## config.mk

```make
export PLATFORM = sky130hd
export DESIGN_NAME = rggen_irq_coalescer_flat
export DESIGN_NICKNAME = d
export VERILOG_FILES = /design/src/rtl/rggen_rtl_pkg.sv /design/src/rtl/rggen_irq_coalescer_if.sv /design/src/rtl/rggen_irq_event_counter.sv /design/src/rtl/rggen_irq_coalescer.sv /design/src/flat_wrapper.sv
export SDC_FILE = /design/constraint.sdc
export NUM_CORES = 1
export LEC_CHECK = 0
export CORE_MARGIN = 1.5
export CORE_UTILIZATION = 53
export CTS_BUF_LIST = sky130_fd_sc_hd__clkbuf_8
export CTS_CLUSTER_SIZE = 20
export DETAILED_ROUTE_END_ITERATION = 16
export PLACE_DENSITY = 0.83
export SYNTH_ARGS = -nofsm -noshare
export SYNTH_HDL_FRONTEND = slang
export SYNTH_SLANG_ARGS = --single-unit
export TNS_END_PERCENT = 20
```

## constraint.sdc

```tcl
create_clock -name i_clk -period 2.7 [get_ports i_clk]
set_input_delay 0.54 -clock i_clk [delete_from_list [all_inputs] [get_ports i_clk]]
set_output_delay 0.54 -clock i_clk [all_outputs]
set_load 0.01 [all_outputs]
```

## src/rtl/rggen_rtl_pkg.sv

```systemverilog
// rtl/rggen_rtl_pkg.sv - shared types and helpers for the interrupt coalescer
package rggen_rtl_pkg;

    typedef enum logic [1:0] {
        IDLE,
        COUNT,
        FLUSH
    } rggen_irq_coalescer_state_e;

    localparam int MAX_COUNT_WIDTH = 16;

    // Callers zero-extend narrower counters into this width and truncate the result back.
    function automatic logic [MAX_COUNT_WIDTH-1:0] sat_inc(
        input logic [MAX_COUNT_WIDTH-1:0] value,
        input logic                       inc,
        input logic [MAX_COUNT_WIDTH-1:0] max_value
    );
        if (inc && (value != max_value)) begin
            return value + 16'd1;
        end
        return value;
    endfunction

endpackage

```

## src/rtl/rggen_irq_coalescer_if.sv

```systemverilog
// rtl/rggen_irq_coalescer_if.sv - event, status and set-pulse signals of the coalescer
interface rggen_irq_coalescer_if #(
    parameter int WIDTH       = 8,
    parameter int COUNT_WIDTH = 4,
    parameter int TIMER_WIDTH = 8
);
    logic [WIDTH-1:0]       i_event;
    logic [COUNT_WIDTH-1:0] i_threshold;
    logic [TIMER_WIDTH-1:0] i_timeout;
    logic [WIDTH-1:0]       i_enable;
    logic [WIDTH-1:0]       i_status;
    logic [WIDTH-1:0]       o_set;
    logic [WIDTH-1:0]       o_mask;
    logic                   o_irq;
    logic                   o_busy;

    modport master (
        output i_event, i_threshold, i_timeout, i_enable, i_status,
        input  o_set, o_mask, o_irq, o_busy
    );

    modport slave (
        input  i_event, i_threshold, i_timeout, i_enable, i_status,
        output o_set, o_mask, o_irq, o_busy
    );
endinterface

```

## src/rtl/rggen_irq_event_counter.sv

```systemverilog
// rtl/rggen_irq_event_counter.sv - per-bit saturating event counter with threshold and flush
module rggen_irq_event_counter
    import rggen_rtl_pkg::*;
#(
    parameter int COUNT_WIDTH = 4
) (
    input  logic                   i_clk,
    input  logic                   i_rst_n,
    input  logic                   i_event,
    input  logic [COUNT_WIDTH-1:0] i_threshold,
    input  logic                   i_flush,
    output logic                   o_set_hit,
    output logic                   o_nonzero,
    output logic                   o_nonzero_next
);
    localparam logic [COUNT_WIDTH-1:0] CNT_MAX = {COUNT_WIDTH{1'b1}};

    logic [COUNT_WIDTH-1:0] cnt;
    logic [COUNT_WIDTH-1:0] cnt_next;
    logic [COUNT_WIDTH-1:0] thr_eff;
    logic [COUNT_WIDTH:0]   sum;
    logic                   hit;
    logic                   flush_hit;

    assign thr_eff   = (i_threshold == '0) ? COUNT_WIDTH'(1) : i_threshold;
    assign sum       = {1'b0, cnt} + {{COUNT_WIDTH{1'b0}}, i_event};
    assign hit       = (sum >= {1'b0, thr_eff});
    assign flush_hit = i_flush && (cnt != '0);

    // A flushed bit restarts from this cycle's event so it is never lost.
    always_comb begin
        cnt_next = COUNT_WIDTH'(sat_inc(MAX_COUNT_WIDTH'(cnt), i_event, MAX_COUNT_WIDTH'(CNT_MAX)));
        if (hit) begin
            cnt_next = '0;
        end else if (flush_hit) begin
            cnt_next = COUNT_WIDTH'(i_event);
        end
    end

    always_ff @(posedge i_clk or negedge i_rst_n) begin
        if (!i_rst_n) begin
            cnt <= '0;
        end else begin
            cnt <= cnt_next;
        end
    end

    assign o_set_hit      = hit || flush_hit;
    assign o_nonzero      = (cnt != '0);
    assign o_nonzero_next = (cnt_next != '0);
endmodule

```

## src/rtl/rggen_irq_coalescer.sv

```systemverilog
// rtl/rggen_irq_coalescer.sv - interrupt moderation: threshold/holdoff set pulses and registered irq
module rggen_irq_coalescer
    import rggen_rtl_pkg::*;
#(
    parameter int WIDTH       = 8,
    parameter int COUNT_WIDTH = 4,
    parameter int TIMER_WIDTH = 8
) (
    input logic                  i_clk,
    input logic                  i_rst_n,
    rggen_irq_coalescer_if.slave bus
);
    rggen_irq_coalescer_state_e state;
    rggen_irq_coalescer_state_e state_next;
    logic [TIMER_WIDTH-1:0]     timer;
    logic [TIMER_WIDTH-1:0]     timer_next;
    logic                       flush;
    logic [WIDTH-1:0]           set_hit;
    logic [WIDTH-1:0]           nonzero;
    logic [WIDTH-1:0]           nonzero_next;
    logic                       any_next;
    logic                       timer_on;
    logic [WIDTH-1:0]           set_q;
    logic                       irq_q;

    for (genvar i = 0; i < WIDTH; i++) begin : g_bit
        rggen_irq_event_counter #(
            .COUNT_WIDTH (COUNT_WIDTH)
        ) u_counter (
            .i_clk          (i_clk),
            .i_rst_n        (i_rst_n),
            .i_event        (bus.i_event[i]),
            .i_threshold    (bus.i_threshold),
            .i_flush        (flush),
            .o_set_hit      (set_hit[i]),
            .o_nonzero      (nonzero[i]),
            .o_nonzero_next (nonzero_next[i])
        );
    end

    assign any_next = |nonzero_next;
    assign timer_on = (bus.i_timeout != '0);

    // The timeout is sampled only on (re)load, so changing it mid-count takes effect next round.
    always_comb begin
        state_next = state;
        timer_next = timer;
        flush      = 1'b0;
        case (state)
            IDLE: begin
                if (any_next && timer_on) begin
                    state_next = COUNT;
                    timer_next = bus.i_timeout;
                end
            end
            COUNT: begin
                timer_next = timer - TIMER_WIDTH'(1);
                if (!any_next) begin
                    state_next = IDLE;
                    timer_next = '0;
                end else if (timer == TIMER_WIDTH'(1)) begin
                    state_next = FLUSH;
                end
            end
            FLUSH: begin
                flush = 1'b1;
                if (any_next && timer_on) begin
                    state_next = COUNT;
                    timer_next = bus.i_timeout;
                end else begin
                    state_next = IDLE;
                    timer_next = '0;
                end
            end
            default: begin
                state_next = IDLE;
                timer_next = '0;
            end
        endcase
    end

    always_ff @(posedge i_clk or negedge i_rst_n) begin
        if (!i_rst_n) begin
            state <= IDLE;
            timer <= '0;
            set_q <= '0;
            irq_q <= 1'b0;
        end else begin
            state <= state_next;
            timer <= timer_next;
            set_q <= set_hit;
            irq_q <= |(bus.i_status & bus.i_enable);
        end
    end

    assign bus.o_set  = set_q;
    assign bus.o_mask = bus.i_enable;
    assign bus.o_irq  = irq_q;
    assign bus.o_busy = |nonzero;
endmodule
```

## src/flat_wrapper.sv

```systemverilog
// flat-port wrapper written by rule: the top's interface ports become plain ports
module rggen_irq_coalescer_flat import rggen_rtl_pkg::*;
#(
    parameter int WIDTH       = 8,
    parameter int COUNT_WIDTH = 4,
    parameter int TIMER_WIDTH = 8
)
  (i_clk, i_rst_n, bus_i_event, bus_i_threshold, bus_i_timeout, bus_i_enable, bus_i_status, bus_o_set, bus_o_mask, bus_o_irq, bus_o_busy);
  rggen_irq_coalescer_if #(.WIDTH(WIDTH), .COUNT_WIDTH(COUNT_WIDTH), .TIMER_WIDTH(TIMER_WIDTH)) bus_i ();
  input logic i_clk;
  input logic i_rst_n;
  input wire logic [$bits(bus_i.i_event)-1:0] bus_i_event;
  input wire logic [$bits(bus_i.i_threshold)-1:0] bus_i_threshold;
  input wire logic [$bits(bus_i.i_timeout)-1:0] bus_i_timeout;
  input wire logic [$bits(bus_i.i_enable)-1:0] bus_i_enable;
  input wire logic [$bits(bus_i.i_status)-1:0] bus_i_status;
  output wire logic [$bits(bus_i.o_set)-1:0] bus_o_set;
  output wire logic [$bits(bus_i.o_mask)-1:0] bus_o_mask;
  output wire logic [$bits(bus_i.o_irq)-1:0] bus_o_irq;
  output wire logic [$bits(bus_i.o_busy)-1:0] bus_o_busy;
  assign bus_i.i_event = bus_i_event;
  assign bus_i.i_threshold = bus_i_threshold;
  assign bus_i.i_timeout = bus_i_timeout;
  assign bus_i.i_enable = bus_i_enable;
  assign bus_i.i_status = bus_i_status;
  assign bus_o_set = bus_i.o_set;
  assign bus_o_mask = bus_i.o_mask;
  assign bus_o_irq = bus_i.o_irq;
  assign bus_o_busy = bus_i.o_busy;
  rggen_irq_coalescer #(.WIDTH(WIDTH), .COUNT_WIDTH(COUNT_WIDTH), .TIMER_WIDTH(TIMER_WIDTH)) u_core (.i_clk(i_clk), .i_rst_n(i_rst_n), .bus(bus_i));
endmodule
```

==> results.ini <==
[drt]
avgViaCountPerCell = 6.23
drt_pass1_iterations = 5
vias = 4609
wirelength_um = 14100
drt_iter0_drc = 366
ant_nets = 0
drc = 0
routedWlPerCell_um = 19.1

[power]
comb_power_share_pct = 71.9
clockPowerShare_pct = 7.0
seq_power_share_pct = 21.1
p_int_mw = 3.68
vdd_drop_max_v = 0.000544
switching_share_pct = 43.1
p_per_area_mw_per_mm2 = 1020
power_switching_mw = 2.79
p_leak_nw = 3.03

[clock_network]
clock_sinks = 51
cts_tree = done
numCtsBuffers = 5
clk_pin_slew_ns = 0.11
cts.path.max_buffers = 2
clk_latency_ns = 0.33
root_buffer = clkbuf_8
h-tree-depth = 2

[die]
core-area_mm2 = 0.00813
die_w_um = 94.2
fp.dieH_um = 94.2
rows = 33
initial_core_util_pct = 54.2
die-area_mm2 = 0.00887
ios = 56

[timing]
rsz0062_at_grt = true
worst_slack_ns = -0.257
finalHoldViolCount = 0
drv_slew = 0
max_freq_mhz = 338
fin_worst_skew_ns = 0.0169
worst_slew_pin_slew_ns = 0.902
fin_crit_sh_pct = 110
fin_crit_ns = 2.96
slew_headroom_pct = 39.8
setup_viol = 12
finalSetupTns_ns = -2.32

[logic_synthesis]
ys_top_cells_by_area = dfrtp_1, ha_1, nor2_1
synth.avg_cell_area_um2 = 8.99
synth_top_area_share_pct = 29.0
synth_edf_count = 0
synth_top_area_cell = dfrtp_1
synth_cells = 490
synth_warnings = 0
synth_area_mm2 = 0.00441
syn_nets = 586
synthArstFlopShare_pct = 100
ys_ff_latch = 51
yosys-top-cells-count = ha_1, dfrtp_1, nor2_1
synth_seq_area_share_pct = 29.0
synth_flop_cell = dfrtp_1
synth_cell_type_count = 69
synth_most_common_cell = ha_1

[place]
gp_congestion = 0.889
port_buffers = 55
dp_hpwl_um = 8810

[setup_path]
crit_path_start_kind = input pin
critPathMaxStageDelay_ns = 0.44
worst-path-max-fanout = 6
crit_arrival_ns = 3.17
critPathBufInv = 5
crit_type = input pin to flip-flop
required_ns = 2.91
cpMostUsedCell = buf_6
cp_slowest_cell = a2111o_1
cp_top_family = compound AO/OA/AOI/OAI gates
crit_path_end_kind = flip-flop
worstPathCellList = buf_6 > clkinvlp_4 > a31o_4 > buf_12 > ha_4 > nand2b_4 > a21o_1 > maj3_2 > a211o_1 > a21oi_2 > a2111o_1 > buf_6 > buf_4 > a2bb2oi_1 > a31o_2

[global_route]
grt_use_met1_pct = 34.4
busiest_layer = met2
grt_pass1_vias = 4697
grt.total_usage_pct = 31.5
grt_use_met3_pct = 5.91
antenna_found_initial = 0
grt_overflow = 0
grt_pass1_wl_um = 21900
grt_max_degree = 38
use_met2_pct = 57.1

[cells_and_area]
syn2layout_area_growth_pct = 44.2
nets = 730
drive_gt1_share_pct = 34.2
fillers = 450
diodes = 0
utilization_pct = 78.1

[hold_path]
hold_class = input pin to async pin

[status]
failed_checks = setup timing
outcome = finished, violations left

[run]
drv_cap = 0

-- cell usage in the layout (no fill, tap or decap), drive strengths merged, types with 8 or more instances in the layout --
cell	Yosys	routed
buf	18	116
ha	58	58
dfrtp	51	51
nor2	42	42
clkdlybuf4s50	0	41
inv	37	37
nand2	32	32
nand3	27	27
nand2b	20	20
a21oi	15	15
xnor2	13	13
mux2i	11	11
nand4	11	11
xor2	10	10
a21o	8	8
maj3	8	8
nor3b	8	8
-- logic make-up (layout without fill, tap and decap cells) --
logic type / count (synthesis) / in the layout / share of synthesized area (%)
mux: 16 / 16 / 3.78
buf+inv: 66 / 211 / 6.73
flops: 51 / 51 / 29.0
simple gates: 167 / 167 / 19.8
fa+ha+maj: 66 / 66 / 18.3
xor+xnor: 23 / 23 / 4.57
compound gates: 101 / 101 / 17.9
-- through the flow --
| step | cells | worst slack (ns) | area [um^2] | power [mW] | hold WS, ns |
|---|---|---|---|---|---|
| final | 740 | -0.257 | 6350 | 6.48 | 0.336 |
| after global routing | 740 | -0.324 | 6350 | 6.89 | 0.402 |
| after CTS | 731 | -0.151 | 6120 | 5.80 | 0.367 |
| after detailed placement | 707 | -0.933 | 5630 | 4.83 | 0.571 |
| after global placement | 707 | -0.850 | 5630 | 4.63 | 0.553 |
| after floorplan | 490 | -0.250 | 4470 | 3.48 | 0.244 |
-- layout make-up --
class	instances	area [um^2]	share of cell area, %
clock inverter	3	16.3	0.256
inverter	38	151	2.38
multi-input combinational	373	3310	52.1
timing repair buffer	165	1400	22.0
clock buffer	5	68.8	1.08
tap	105	131	2.07
sequential	51	1280	20.1
-- per-layer routing --
metal | wire length (um) | part of all wire [%]
met5 | 0 | 0
met4 | 831 | 5.9
met3 | 954 | 6.8
met2 | 7090 | 50
met1 | 5240 | 37
-- timing repair --
| action | 4_1_cts | 5_1_grt |
|---|---|---|
| hold buffers | 0 | 0 |
| endpoints found under the setup margin | 21 | 14 |
| pin swaps | 41 | 29 |
| gates resized for setup | 89 | 29 |
| buffers inserted | 16 | 10 |
-- sequential cells by signal, indices dropped and copies added (netlist names) --
signal,flops
u_core.bus.o_irq,1
u_core.bus.o_set,8
u_core.g_bit.u_counter.cnt,32
u_core.state,2
u_core.timer,8
-- final timing paths --
kind | startpoint | to | slack [ns] | cells past startpoint
setup reg to reg | u_core.g_bit[3].u_counter.cnt[0]$_DFF_PN0_ | u_core.timer[3]$_DFFE_PN0P_ | -0.24 | 13
min in group i_clk | u_core.timer[5]$_DFFE_PN0P_ | u_core.timer[5]$_DFFE_PN0P_ | 0.60 | 1
setup / recovery | bus_i_threshold[1] | u_core.timer[3]$_DFFE_PN0P_ | -0.26 | 15
hold / removal | i_rst_n | u_core.g_bit[1].u_counter.cnt[0]$_DFF_PN0_ | 0.34 | 1
hold reg to reg | u_core.timer[5]$_DFFE_PN0P_ | u_core.timer[5]$_DFFE_PN0P_ | 0.60 | 1
max in group asynchronous | i_rst_n | u_core.g_bit[0].u_counter.cnt[3]$_DFF_PN0_ | 1.63 | 2
-- power by group through the flow --
stage          combinational (mW)  clock (mW)  sequential, mW
3_5_place_dp                 3.51           0            1.32
5_1_grt                      5.00       0.496            1.39
3_3_place_gp                 3.33           0            1.30
4_1_cts                      4.00       0.455            1.34
2_1_floorplan                2.17           0            1.31
6_report                     4.66       0.455            1.37
(Power assumes the default switching activity.)
==> edit: new RTL, same settings <==
`COUNT_WIDTH` is set to 4 in 4 places; all go to 6.
--- a/src/rtl/rggen_irq_coalescer_if.sv
+++ b/src/rtl/rggen_irq_coalescer_if.sv
@@ -1,7 +1,7 @@
 // rtl/rggen_irq_coalescer_if.sv - event, status and set-pulse signals of the coalescer
 interface rggen_irq_coalescer_if #(
     parameter int WIDTH       = 8,
-    parameter int COUNT_WIDTH = 4,
+    parameter int COUNT_WIDTH = 6,
     parameter int TIMER_WIDTH = 8
 );
     logic [WIDTH-1:0]       i_event;
--- a/src/rtl/rggen_irq_event_counter.sv
+++ b/src/rtl/rggen_irq_event_counter.sv
@@ -2,7 +2,7 @@
 module rggen_irq_event_counter
     import rggen_rtl_pkg::*;
 #(
-    parameter int COUNT_WIDTH = 4
+    parameter int COUNT_WIDTH = 6
 ) (
     input  logic                   i_clk,
     input  logic                   i_rst_n,
--- a/src/rtl/rggen_irq_coalescer.sv
+++ b/src/rtl/rggen_irq_coalescer.sv
@@ -3,7 +3,7 @@
     import rggen_rtl_pkg::*;
 #(
     parameter int WIDTH       = 8,
-    parameter int COUNT_WIDTH = 4,
+    parameter int COUNT_WIDTH = 6,
     parameter int TIMER_WIDTH = 8
 ) (
     input logic                  i_clk,
--- a/src/flat_wrapper.sv
+++ b/src/flat_wrapper.sv
@@ -2,7 +2,7 @@
 module rggen_irq_coalescer_flat import rggen_rtl_pkg::*;
 #(
     parameter int WIDTH       = 8,
-    parameter int COUNT_WIDTH = 4,
+    parameter int COUNT_WIDTH = 6,
     parameter int TIMER_WIDTH = 8
 )
   (i_clk, i_rst_n, bus_i_event, bus_i_threshold, bus_i_timeout, bus_i_enable, bus_i_status, bus_o_set, bus_o_mask, bus_o_irq, bus_o_busy);
Interface: changed (resized bus_i_threshold); port bits go from 56 to 58. The function was not compared with the original's and may differ.
==> edit against the original RTL <==
  * The run still ends with setup timing left
  * First-iteration DRC count rose by 55%
  * Maximum frequency fell by 9.9%
  * Routed wire length rose by 38%
  * Utilization fell by 4.2 points
  * Setup slack got worse by 0.33 ns
  * Cell area rose by 32%
  * Die area rose by 38%
  * Power rose by 21%
  * Sequential cell count rose by 16
  * Synthesized area rose by 40%
  * Critical endpoint is now u_core.timer[6]
  * Highest routed layer unchanged
==> edit: results (changes against the original RTL) <==
CP max FO - 7 (was 6)
Comb power - 5.37 mW (was 4.66 mW)
Worst skew pair latency - 0.37 ns (was 0.33 ns)
Final Skew - 0.01267 ns (was 0.01690 ns)
Commonest cells in the netlist - 69 x nor2_1, 67 x dfrtp_1, 58 x ha_1 (was 58 x ha_1, 51 x dfrtp_1, 42 x nor2_1)
Violated checks - setup timing (unchanged)
Synth unique cells - 76 (was 69)
Total Routing Usage GR - 30.45% (was 31.55%)
Post-CTS Setup Inserts - 4 (was 16)
Max reg flops - 48 (was 32)
Slew @ Worst Pin - 0.5726 ns (was 0.9023 ns)
Status - finished with violations (unchanged)
DR WL met2 - 9.785 mm (was 7.090 mm)
R2R Setup Slk - -0.55 ns (was -0.24 ns)
Net Sw Frac - 44.93% (was 43.12%)
Met3 wire length - 1.250 mm (was 954 um)
Post-cts gate resize count - 65 (was 89)
Seq/Total Area, Yosys - 27.21% (was 28.96%)
Initial DRC Count - 566 (was 366)
Final WS setup - -0.5839 ns (was -0.2572 ns)
Clock Power - 0.767 mW (was 0.455 mW)
First-pass GRT wire length - 30.44 mm (was 21.89 mm)
HPWL Detailed - 13.25 mm (was 8.813 mm)
Layout cells sized above 1 - 28.29% (was 34.17%)
Peak supply drop - 0.5299 mV (was 0.5441 mV)
RR Startpoint - u_core.g_bit[5].u_counter.cnt[0] (was u_core.g_bit[3].u_counter.cnt[0])
DRT Pass-1 Iters - 7 (was 5)
CTS H-tree depth - 3 (was 2)
Slowest CP cell - nor4_4 (was a2111o_1)
Endpoints failing setup - 14 (was 12)
Critical Path End - u_core.timer[6] (was u_core.timer[3])
Post-Syn Area per Cell - 8.294 um2 (was 8.993 um2)
Num CTS Buffers - 9 (was 5)
Total Power - 7.859 mW (was 6.477 mW)
Vias - 6576 (was 4609)
Clk pin slew, worst setup/hold paths - 0.07 ns (was 0.11 ns)
Setup TNS - -5.516 ns (was -2.318 ns)
Hold_ws - 0.1580 ns (was 0.3355 ns)
Most frequent cell after synthesis - nor2_1 (was ha_1)
NumNets Final - 1023 (was 730)
Synth Net Count - 841 (was 586)
Placed cell area - 0.007873 mm2 (was 0.005630 mm2)
Largest net degree at the start of global routing - 46 (was 38)
==> edit: cells by family (layout without fill, tap and decap cells) <==
group | after synthesis | in the layout | synth area share [%]
DFF | 67 | 67 | 27.21
AOI/OAI and AO/OA | 151 | 151 | 17.58
xor gates and xnor gates | 55 | 55 | 7.817
adders and majority gates | 65 | 65 | 12.95
muxes | 15 | 15 | 2.518
and+or+nand+nor | 281 | 281 | 24.32
buffers and inverters | 109 | 292 | 7.594
==> edit: final cells by class <==
cell class / count / area (um2)
Clock inverter: 1 / 3.754
Timing Repair Buffer: 221 / 1823
Tap cell: 143 / 178.9
Sequential cell: 67 / 1677
Clock buffer: 11 / 151.4
Fill cell: 721 / 2972
Multi-Input combinational cell: 567 / 4340
Inverter: 59 / 224.0
==> edit: metal layers <==
layer / track usage [%] / up-vias
met5: 0 / -
met4: 13.85 / 0
met3: 5.850 / 85
met2: 54.40 / 326
met1: 35.17 / 3141
li1: - / 3024
